$ cat src/rtl/decode_fault_stage_pkg.sv
// Shared types for the decode fault stage: decoded instruction, queued entry and stage FSM state.
package decode_fault_stage_pkg;

    localparam int unsigned DEC_XLEN = 64;

    localparam logic [DEC_XLEN-1:0] EXC_ILLEGAL_INSTR = DEC_XLEN'(2);

    typedef struct packed {
        logic [7:0]  opcode;
        logic [4:0]  rd;
        logic [4:0]  rs1;
        logic [4:0]  rs2;
        logic [31:0] imm;
    } si_t;

    typedef struct packed {
        si_t                 si;
        logic [DEC_XLEN-1:0] pc;
        logic                ex_valid;
        logic [DEC_XLEN-1:0] cause;
        logic [DEC_XLEN-1:0] tval;
    } dec_entry_t;

    typedef enum logic {
        RUN,
        HALT
    } fault_stage_state_t;

endpackage

$ cat src/rtl/decode_skid_fifo.sv
// DEPTH-entry FIFO of decoded entries; DEPTH must be 2 or 4. Flush clears occupancy, not storage.
module decode_skid_fifo
    import decode_fault_stage_pkg::*;
#(
    parameter int unsigned DEPTH = 2,
    localparam int unsigned PtrW = $clog2(DEPTH),
    localparam int unsigned CntW = $clog2(DEPTH + 1)
) (
    input  logic            clk_i,
    input  logic            rst_i,
    input  logic            push_i,
    input  logic            pop_i,
    input  logic            flush_i,
    input  dec_entry_t      wdata_i,
    output dec_entry_t      rdata_o,
    output logic            full_o,
    output logic            empty_o,
    output logic [CntW-1:0] count_o
);

    dec_entry_t      mem_q [DEPTH];
    logic [PtrW-1:0] wr_ptr_q, wr_ptr_d;
    logic [PtrW-1:0] rd_ptr_q, rd_ptr_d;
    logic [CntW-1:0] count_q, count_d;

    function automatic logic [PtrW-1:0] ptr_inc(logic [PtrW-1:0] ptr);
        return (ptr == PtrW'(DEPTH - 1)) ? '0 : ptr + PtrW'(1);
    endfunction

    always_comb begin
        wr_ptr_d = wr_ptr_q;
        rd_ptr_d = rd_ptr_q;
        count_d  = count_q;
        if (flush_i) begin
            wr_ptr_d = '0;
            rd_ptr_d = '0;
            count_d  = '0;
        end else begin
            if (push_i) wr_ptr_d = ptr_inc(wr_ptr_q);
            if (pop_i)  rd_ptr_d = ptr_inc(rd_ptr_q);
            unique case ({push_i, pop_i})
                2'b10:   count_d = count_q + CntW'(1);
                2'b01:   count_d = count_q - CntW'(1);
                default: count_d = count_q;
            endcase
        end
    end

    always_ff @(posedge clk_i or posedge rst_i) begin
        if (rst_i) begin
            wr_ptr_q <= '0;
            rd_ptr_q <= '0;
            count_q  <= '0;
            for (int i = 0; i < DEPTH; i++) begin
                mem_q[i] <= '0;
            end
        end else begin
            wr_ptr_q <= wr_ptr_d;
            rd_ptr_q <= rd_ptr_d;
            count_q  <= count_d;
            if (push_i) begin
                mem_q[wr_ptr_q] <= wdata_i;
            end
        end
    end

    assign rdata_o = mem_q[rd_ptr_q];
    assign full_o  = (count_q == CntW'(DEPTH));
    assign empty_o = (count_q == '0);
    assign count_o = count_q;

endmodule

$ cat src/rtl/decode_fault_stage.sv
// Decode-to-issue stage: queues decoded instructions, turns the fault flag into an
// illegal-instruction exception and halts intake after a fault until the backend flushes.
module decode_fault_stage
    import decode_fault_stage_pkg::*;
#(
    parameter int unsigned XLEN  = 64,
    parameter int unsigned DEPTH = 2
) (
    input  logic            clk,
    input  logic            rstn,
    input  logic            si_valid_i,
    output logic            si_ready_o,
    input  si_t             si_i,
    input  logic [XLEN-1:0] pc_i,
    input  logic [31:0]     instr_i,
    input  logic            is_fault_i,
    input  logic            flush_i,
    output logic            out_valid_o,
    input  logic            out_ready_i,
    output si_t             out_si_o,
    output logic [XLEN-1:0] out_pc_o,
    output logic            out_ex_valid_o,
    output logic [XLEN-1:0] out_ex_cause_o,
    output logic [XLEN-1:0] out_ex_tval_o,
    output logic            halted_o
);

    localparam int unsigned CntW = $clog2(DEPTH + 1);

    fault_stage_state_t state_q, state_d;
    dec_entry_t         wr_entry;
    dec_entry_t         head;
    logic               push;
    logic               pop;
    logic               fifo_full;
    logic               fifo_empty;
    logic [CntW-1:0]    fifo_count;

    // rstn is an active-high reset despite its name; ready stays low while it is held.
    assign si_ready_o  = !rstn && (fifo_count < CntW'(DEPTH)) && (state_q == RUN) && !flush_i;
    assign out_valid_o = !fifo_empty;
    assign push        = si_valid_i && si_ready_o;
    assign pop         = out_valid_o && out_ready_i;

    always_comb begin
        wr_entry          = '0;
        wr_entry.si       = si_i;
        wr_entry.pc       = pc_i;
        wr_entry.ex_valid = is_fault_i;
        if (is_fault_i) begin
            wr_entry.cause = EXC_ILLEGAL_INSTR;
            wr_entry.tval  = {{(XLEN - 32){1'b0}}, instr_i};
        end
    end

    always_comb begin
        state_d = state_q;
        if (flush_i) begin
            state_d = RUN;
        end else if (push && is_fault_i) begin
            state_d = HALT;
        end
    end

    always_ff @(posedge clk or posedge rstn) begin
        if (rstn) begin
            state_q <= RUN;
        end else begin
            state_q <= state_d;
        end
    end

    decode_skid_fifo #(
        .DEPTH (DEPTH)
    ) u_fifo (
        .clk_i   (clk),
        .rst_i   (rstn),
        .push_i  (push),
        .pop_i   (pop),
        .flush_i (flush_i),
        .wdata_i (wr_entry),
        .rdata_o (head),
        .full_o  (fifo_full),
        .empty_o (fifo_empty),
        .count_o (fifo_count)
    );

    assign out_si_o       = head.si;
    assign out_pc_o       = head.pc;
    assign out_ex_valid_o = head.ex_valid;
    assign out_ex_cause_o = head.cause;
    assign out_ex_tval_o  = head.tval;
    assign halted_o       = (state_q == HALT);

    a_no_push_full: assert property (@(posedge clk) disable iff (rstn) !(push && fifo_full));
    a_no_pop_empty: assert property (@(posedge clk) disable iff (rstn) !(pop && fifo_empty));
    a_halt_no_ready: assert property (@(posedge clk) disable iff (rstn)
                                      (state_q == HALT) |-> !si_ready_o);

endmodule
$ cat config.mk
export PLATFORM = sky130hd
export DESIGN_NAME = decode_fault_stage
export DESIGN_NICKNAME = d
export VERILOG_FILES = /design/src/rtl/decode_fault_stage_pkg.sv /design/src/rtl/decode_skid_fifo.sv /design/src/rtl/decode_fault_stage.sv
export SDC_FILE = /design/constraint.sdc
export NUM_CORES = 1
export LEC_CHECK = 0
export CAP_MARGIN = 20
export CORE_ASPECT_RATIO = 1.75
export CORE_MARGIN = 2
export CORE_UTILIZATION = 35
export CTS_CLUSTER_SIZE = 8
export DETAILED_ROUTE_END_ITERATION = 10
export GPL_TIMING_DRIVEN = 0
export SLEW_MARGIN = 10
export SYNTH_ARGS = -nofsm -noshare
export SYNTH_HDL_FRONTEND = slang
export SYNTH_SLANG_ARGS = --single-unit
$ cat constraint.sdc
create_clock -name clk -period 9.94 [get_ports clk]
set_input_delay 0.994 -clock clk [delete_from_list [all_inputs] [get_ports clk]]
set_output_delay 0.994 -clock clk [all_outputs]
set_load 0.01 [all_outputs]
# Word level (Yosys, flattened, before mapping)
# Cells that the tools add are included.
[classes] n_addsub=4 magnitude_cmp=4 n_eq_ne=2 n_mux=17 n_bitwise=3 reduce_logical=15
[ops] op="2-to-1 mux 248 bit" count=4
[ops] op="bitwise mux 496 bit" count=1
[ops] op="demux 248 bit (select 1 bit)" count=1
[ops] op="2-to-1 mux 66 bit" count=1
[ops] op="2-to-1 mux 1 bit" count=8
[ops] op="logical AND 1 bit" count=7
[ops] op="nonzero test 2 bit" count=3
[ops] op=">= comparator 2 bit (second input constant)" count=2
[ops] op="inverter 1 -> 2 bit" count=2
[ops] op="one-hot mux 2 bit (2 select lines)" count=1
[ops] op="zero test 1 bit" count=3
[ops] op="nonzero test 3 bit" count=1
[ops] op="adder 1 bit (second input constant)" count=2
[ops] op="adder 2 x 1 -> 2 bit (second input constant)" count=1
[ops] op="== test 2 x 1 -> 1 bit (second input constant)" count=1
[ops] op="== test 2 bit (second input constant)" count=1
[ops] op="zero test 2 bit" count=1
[ops] op="less-than comparator 2 x 1 -> 1 bit (second input constant)" count=1
[ops] op="less-than comparator 2 bit (second input constant)" count=1
[ops] op="2-to-1 mux 2 bit" count=1
[ops] op="subtractor 2 x 1 -> 2 bit (second input constant)" count=1
[ops] op="inverter 1 bit" count=1
[totals] regBits=501

# Depth between registers and ports, before layout
[depth] word_depth=8 ltp_mapped=6 mapped_depth_nobuf=3

# Cells and area by module
# A second synthesis with hierarchy kept.
[unflattened] cells_unflattened=1391 area_unflattened_um2=22774.3
[modules_own_cells] mod="decode_skid_fifo" instances=1 cells_per_inst=1346 area_per_inst_um2=22477.8 seq_area_each_um2=12512.0
[modules_own_cells] mod="decode_fault_stage" instances=1 cells_per_inst=45 area_per_inst_um2=296.5 seq_area_each_um2=25.0

# Worst setup path after synthesis
# No wires, ideal clock.
[synth_timing] kind="in2reg" startpoint="in rstn" endpoint="reg state_q (netlist: halted_o)" t_arrival_ns=8.082 slack_ns=1.758 stages=3 path_cell_list="inv_1 -> a41oi_1 -> nor2_1"
[synth_between] elab_chain_len=7
[synth_lines] element="start: declaration" line="decode_fault_stage.sv:10" text="input logic rstn,"
[synth_lines] element="zero test 1 bit (no line)"
[synth_lines] element="logical AND 1 bit (3 in a row)" line="decode_fault_stage.sv:40" text="assign si_ready_o = !rstn && (fifo_count < CntW'(DEPTH)) && (state_q == RUN) && !flush_i;"
[synth_lines] element="logical AND 1 bit" line="decode_fault_stage.sv:42" text="assign push = si_valid_i && si_ready_o;"
[synth_lines] element="logical AND 1 bit" line="decode_fault_stage.sv:60" text="end else if (push && is_fault_i) begin"
[synth_lines] element="nonzero test 2 bit (no line)"
[synth_lines] element="end signal: assignment" line="decode_fault_stage.sv:69" text="state_q <= state_d;"
[synth_lines] element="end: declaration" line="decode_fault_stage.sv:30" text="fault_stage_state_t state_q, state_d;"
# Every way passes these cells.
# A chain may end at the register's enable or synchronous reset.

# Worst setup path in the final report
[layout_timing] startpoint="reg u_fifo.rd_ptr_q" endpoint="out out_ex_cause_o[1]"
[layout_between] elab_chain_len=4
[layout_lines] element="start: declaration" line="decode_skid_fifo.sv:23" text="logic [PtrW-1:0] rd_ptr_q, rd_ptr_d;"
[layout_lines] element="start signal: assignment" line="decode_skid_fifo.sv:59" text="rd_ptr_q <= rd_ptr_d;"
[layout_lines] element="inverter 1 -> 2 bit (not written as such)" line="decode_skid_fifo.sv:67" text="assign rdata_o = mem_q[rd_ptr_q];"
[layout_lines] element="2-to-1 mux 248 bit (not written as such) (3 in a row)" line="decode_skid_fifo.sv:67"
[layout_lines] element="end: declaration" line="decode_fault_stage.sv:23" text="output logic [XLEN-1:0] out_ex_cause_o,"
# Every way passes these cells. The select of a mux whose other input is x is not followed.

==> out/metrics.cfg <==
[finish]
drive_gt1_share_pct = 39.4
synthToLayoutAreaGrowth_pct = 37.6
final_common_cell = mux2_2
layout.nets = 1582
final_cell_mix = mux2_2, clkdlybuf4s50_1, dfrtp_1

[yosys]
syn-instance-count = 971
ys_warn_count = 0
ys_ff_latch = 309
yosysUniqueCellTypes = 27
syn_area_per_cell_um2 = 14.7
seq_area_frac_synth_pct = 54.1
syn_area_um2 = 14300

[setup_path]
critPathCaptureType = primary output
r2r_slack_ns = 7.86
path_class = flip-flop to primary output
start_kind = flip-flop
reg2regPathDepth = 6
cp_max_fo = 10
cp.arrival_ns = 3.38
worstPathRequired_ns = 8.95

[clocking]
cts_setup_buffers = 0
cts_buffer_depth = 3
cts_htree_levels = 2
cts_tree = yes
cts_resized = 0
cts_root_buf = clkbuf_16
cts_buffers = 44
cts_sinks = 309
cts_hold_buf = 0
clk_pin_slew_worst_paths_ns = 0.05
clock_latency_ns = 0.52

[timing]
fin_crit_sh_pct = 44.0
grt_setup_unrepaired = no
fmax_ghz = 0.229
fin_crit_ns = 4.37
whs_ns = 0.477
tns_ns = 0
worst_pin_slew_ns = 0.791
relSlewSlack_pct = 47.3
finalSetupViolations = 0
hold_viol_final = 0
drv_slew = 0
skew_ns = 0.00745

[floorplan]
io_pins = 408
dieArea_um2 = 42500
die_w_um = 157
initial_core_util_pct = 35.2
rows = 98
die_y_um = 271
core_um2 = 40600

[run_status]
status = completed

[min_path]
min_path_cells = 1
hp-class = flip-flop to flip-flop

[routing]
post_drt_wl_per_cell_um = 19.2
drc = 0
initialDrtViolationCount = 197
first_pass_iters = 4
drtAntennaViolNets = 0
routed_wl_mm = 38.0
vias_per_cell = 4.53
vias = 8970

[run]
drv_cap = 0

[placed_design]
port_buffers = 312
dp_hpwl_mm = 28.1
gp_congestion = 0.741

[power_and_ir_drop]
p_per_area_nw_per_um2 = 209
peakVddDrop_mv = 0.151
p_leak_nw = 8.86

[global_route]
grt.overflow.total = 0
grt_pass1_vias = 9733
antenna_found_initial = 4
track_usage_pct = 17.7
grt_max_degree = 121
grt_pass1_wl_mm = 57.3

report_power, final:
part,internal [W],leakage (nW),total [W],switching (W)
combinational,0.000694,4.43,0.00110,0.000409
sequential,0.00156,3.87,0.00170,0.000138
clock,0.000787,0.558,0.00130,0.000514
total,0.00305,8.86,0.00411,0.00106
cell type report:
| type | count | area (um^2) |
|---|---|---|
| antenna | 4 | 10.0 |
| sequential | 309 | 7730 |
| clock inverter | 1 | 5.00 |
| fill | 3644 | 20900 |
| buffer | 149 | 1050 |
| clock buffer | 45 | 1130 |
| tap | 550 | 688 |
| inverter | 2 | 15.0 |
| timing repair buffer | 314 | 3180 |
| multi-input combinational | 605 | 5850 |
cell usage after synthesis:
master    number  area share, %
o22a_1         1          0.061
mux2_2       376             30
nand2b_1       2          0.088
nor4b_4        1           0.17
buf_2         18           0.63
dfrtp_1      309             54
xor2_1         1          0.061
nor4_2         1          0.088
and2_1        32            1.4
and3_1         1          0.044
conb_1         1          0.026
nand2_2        1          0.044
buf_6          8           0.63
mux2_1        80            6.3
buf_12         1           0.14
or2_2          1          0.044
a41oi_1        1          0.061
buf_1          5           0.13
nor2_1         4           0.11
mux2i_1        1          0.070
buf_4        104            5.5
inv_1          2          0.053
or3b_2         1          0.061
nor2b_1        2          0.088
a21oi_1        1          0.035
o21ai_0        3           0.11
clkbuf_1      13           0.34
critical path, cell delays in order (launching register included):
cell and delay (ns):
dfrtp_1 0.31, clkbuf_1 0.47, clkbuf_1 0.67, buf_2 0.41, mux2_2 0.39, buf_4 0.13
clkdlybuf4s50_1 0.46
stage by stage:
step / util [%] / cell area (um^2) / setup WS, ns / instances / power [W]
floorplan: - / 14600 / 0.383 / 1065 / 0.00229
global placement: 45.5 / 18500 / -3.57 / 1927 / 0.00281
detailed placement: 45.6 / 18500 / 5.95 / 1929 / 0.00284
CTS: 48.4 / 19600 / 5.36 / 1975 / 0.00418
global route: 48.4 / 19700 / 5.31 / 1979 / 0.00432
finish: 48.4 / 19700 / 5.57 / 1979 / 0.00411
flip-flops by register name, indices dropped and copies added (netlist names):
signal	cells
halted_o	1
u_fifo.count_o	2
u_fifo.mem_q	304
u_fifo.rd_ptr_q	1
u_fifo.wr_ptr_q	1
layer usage:
metal	share of wire (%)	vias up	global-route usage (%)	wire (um)
met3	6.6	73	4.39	2510
met2	56	307	33.8	21200
met1	34	4500	17.8	12900
met4	3.8	0	7.24	1430
met5	0	-	0	0
li1	-	4090	-	-
cell families after synthesis:
logic type      after synthesis  synth area share, %
simple gates                 46                 2.13
buf+inv                     151                 7.39
flops                       309                 54.1
compound gates                6                0.263
xor+xnor                      1               0.0613
mux                         457                 36.0
other cells                   1               0.0262
worst paths after layout:
check | startpoint | to
max | u_fifo.rd_ptr_q | out_ex_cause_o[1]
max in group asynchronous | rstn | u_fifo.mem_q[463]
min in group asynchronous | rstn | u_fifo.mem_q[259]
max reg2reg | u_fifo.count_o[1] | u_fifo.mem_q[179]
min reg2reg | u_fifo.mem_q[180] | u_fifo.mem_q[180]
min | u_fifo.mem_q[180] | u_fifo.mem_q[180]
(Power assumes the default switching activity.)
==> variant (config.mk and constraints unchanged) <==
Make the reset (`rst_i` and `rstn`) synchronous in 2 clocked blocks.
--- a/src/rtl/decode_skid_fifo.sv
+++ b/src/rtl/decode_skid_fifo.sv
@@ -46,7 +46,7 @@
         end
     end
 
-    always_ff @(posedge clk_i or posedge rst_i) begin
+    always_ff @(posedge clk_i) begin
         if (rst_i) begin
             wr_ptr_q <= '0;
             rd_ptr_q <= '0;
--- a/src/rtl/decode_fault_stage.sv
+++ b/src/rtl/decode_fault_stage.sv
@@ -62,7 +62,7 @@
         end
     end
 
-    always_ff @(posedge clk or posedge rstn) begin
+    always_ff @(posedge clk) begin
         if (rstn) begin
             state_q <= RUN;
         end else begin
Formal check against the unedited RTL: not equivalent (a bounded check fails within 4 cycles, from zero or initial values and one cycle with rstn high; the reset may be asserted at any time).
==> variant against the unedited design <==
Final area decreased by 0.84%; clock skew increased by 0.0079 ns; wire length decreased by 3.3%; area after synthesis decreased by 1.5%; core utilization increased by 0.53 points; worst setup slack improved by 0.38 ns; via count decreased by 3.5%; count of clock-buffer cells in the layout increased by 11; final cell count decreased by 3.4%; sequential cell count increased by 1; critical path type unchanged; critical endpoint is now out_pc_o[3].
Power is not compared: it rests on default switching activity, and its combinational part moved more than twofold at a synthesized area within 25%.
==> variant: results <==
set metrics [dict create \
    wirelength_um 36770 \
    clockBufferDepth 3 \
    cts-resized-gates 0 \
    regMostFlops "u_fifo.mem_q" \
    slew-limit-headroom_pct 45.94 \
    cp_slowest_stage_delay_ns 0.56 \
    async_reset_ff_share_pct 0 \
    synth-compound-area-share_pct 0.1867 \
    first_pass_iters 4 \
    yosysSeqAreaShare_pct 65.72 \
    fin_nets 1561 \
    cp_top_family "buffers and inverters" \
    gp_congestion 0.7803 \
    synth.area.mux_share_pct 12.16 \
    leakage_nw 7.693 \
    skew_ns 0.01535 \
    grt_use_total_pct 17.33 \
    drt-vias-per-instance 4.526 \
    synth-edff-count 304 \
    clk_pin_slew_ns 0.06 \
    drc 0 \
    synth_cell_types 27 \
    crit_slowest_cell "clkdlybuf4s50_1" \
    drt_iter0_drc 239 \
    grt_start_max_net_pins 50 \
    peakVddDrop_v 0.0001251 \
    min_path_type "reg -> reg" \
    h-tree-depth 2 \
    place_area_um2 18310 \
    grt_pass1_wl_um 54640 \
    fillers 3537 \
    path_max_fanout 10 \
    synth_area_leaders "edfxtp_1 (65%), mux2_2 (12%), and2_1 (11%)" \
    status "complete, no violations" \
    synth_xor_xnor_area_share_pct 0.2490 \
    synth.top_cells.by_count "edfxtp_1 (304), and2_1 (239), mux2_2 (152), buf_4 (98), and3_1 (34)" \
    drive_above_1_share_pct 23.85 \
    synthAdderAreaFrac_pct 0.08891 \
    postCtsSetupBuffers 0 \
    cts_root_buf "clkbuf_16" \
    ys_warn_count 0 \
    portBuffers 311 \
    antenna_found_initial 8 \
    largest_reg_flops 304 \
    worstPathArrival_ns 2.99 \
    clock_latency_ns 0.54 \
    dp_slack_ns 5.457 \
    cts_buffers 44 \
    dp_hpwl_um 26760 \
    grt_pass1_vias 9397 \
]
## variant: cell types whose count changed after synthesis, moves of 8 or more
cell,change
buf_6,-8
mux2_2,-224
clkbuf_2,+20
and3_1,+33
edfxtp_1,+304
mux2_1,-80
and2_1,+207
nor3b_1,+33
clkbuf_1,+10
dfrtp_1,-309
## variant: stage by stage
| step | hold WS, ns | instances |
|---|---|---|
| final | 0.5564 | 1912 |
| after global routing | 0.5800 | 1912 |
| after CTS | 0.5650 | 1908 |
| after detailed placement | 0.5566 | 1852 |
| after global placement | 0.5332 | 1846 |
| after floorplan | 0.5184 | 1040 |
## variant: kinds of logic after synthesis
family | Yosys count
fa+ha+maj | 1
simple gates | 320
buf+inv | 154
compound gates | 4
other cells | 1
mux | 152
flops | 310
xor+xnor | 4
## variant: layout make-up
class                      instances  area (µm²)  area share, %
antenna                            4       10.01        0.05136
buffer                           153       982.2          5.039
clock buffer                      56        1167          5.990
inverter                           1       3.754        0.01926
multi-input combinational        576        4195          21.53
sequential                       310        9249          47.45
tap                              495       619.3          3.178
timing repair buffer             317        3263          16.74
## variant: final timing paths
kind | depth (start not counted) | slack [ns] | end | from
hold / removal | 2 | 0.56 | u_fifo.rd_ptr_q | u_fifo.rd_ptr_q
setup reg to reg | 6 | 6.77 | u_fifo.mem_q[0][102] | u_fifo.count_o[1]
hold reg to reg | 2 | 0.56 | u_fifo.rd_ptr_q | u_fifo.rd_ptr_q
setup / recovery | 5 | 5.95 | out_pc_o[3] | flop
## variant: routing by layer
| metal | up-vias | global-route usage [%] | routed length (µm) |
|---|---|---|---|
| met1 | 4182 | 16.09 | 11940 |
| li1 | 4080 | - | - |
| met5 | - | 0 | 51 |
| met2 | 314 | 34.68 | 21160 |
| met3 | 69 | 4.564 | 2386 |
| met4 | 8 | 6.905 | 1236 |
## variant: worst reg2reg max path: cells and delay by family, from the launching register on
family                 cells  cell delay (ns)
flip-flops                 1             0.39
buffers and inverters      3             1.04
AND/OR/NAND/NOR            3             1.39
## variant: report_power, final
group	total, mW	switching, mW	internal (mW)
combinational	0.339	0.148	0.191
clock	1.32	0.520	0.804
sequential	1.52	0.0142	1.50
total	3.18	0.683	2.50
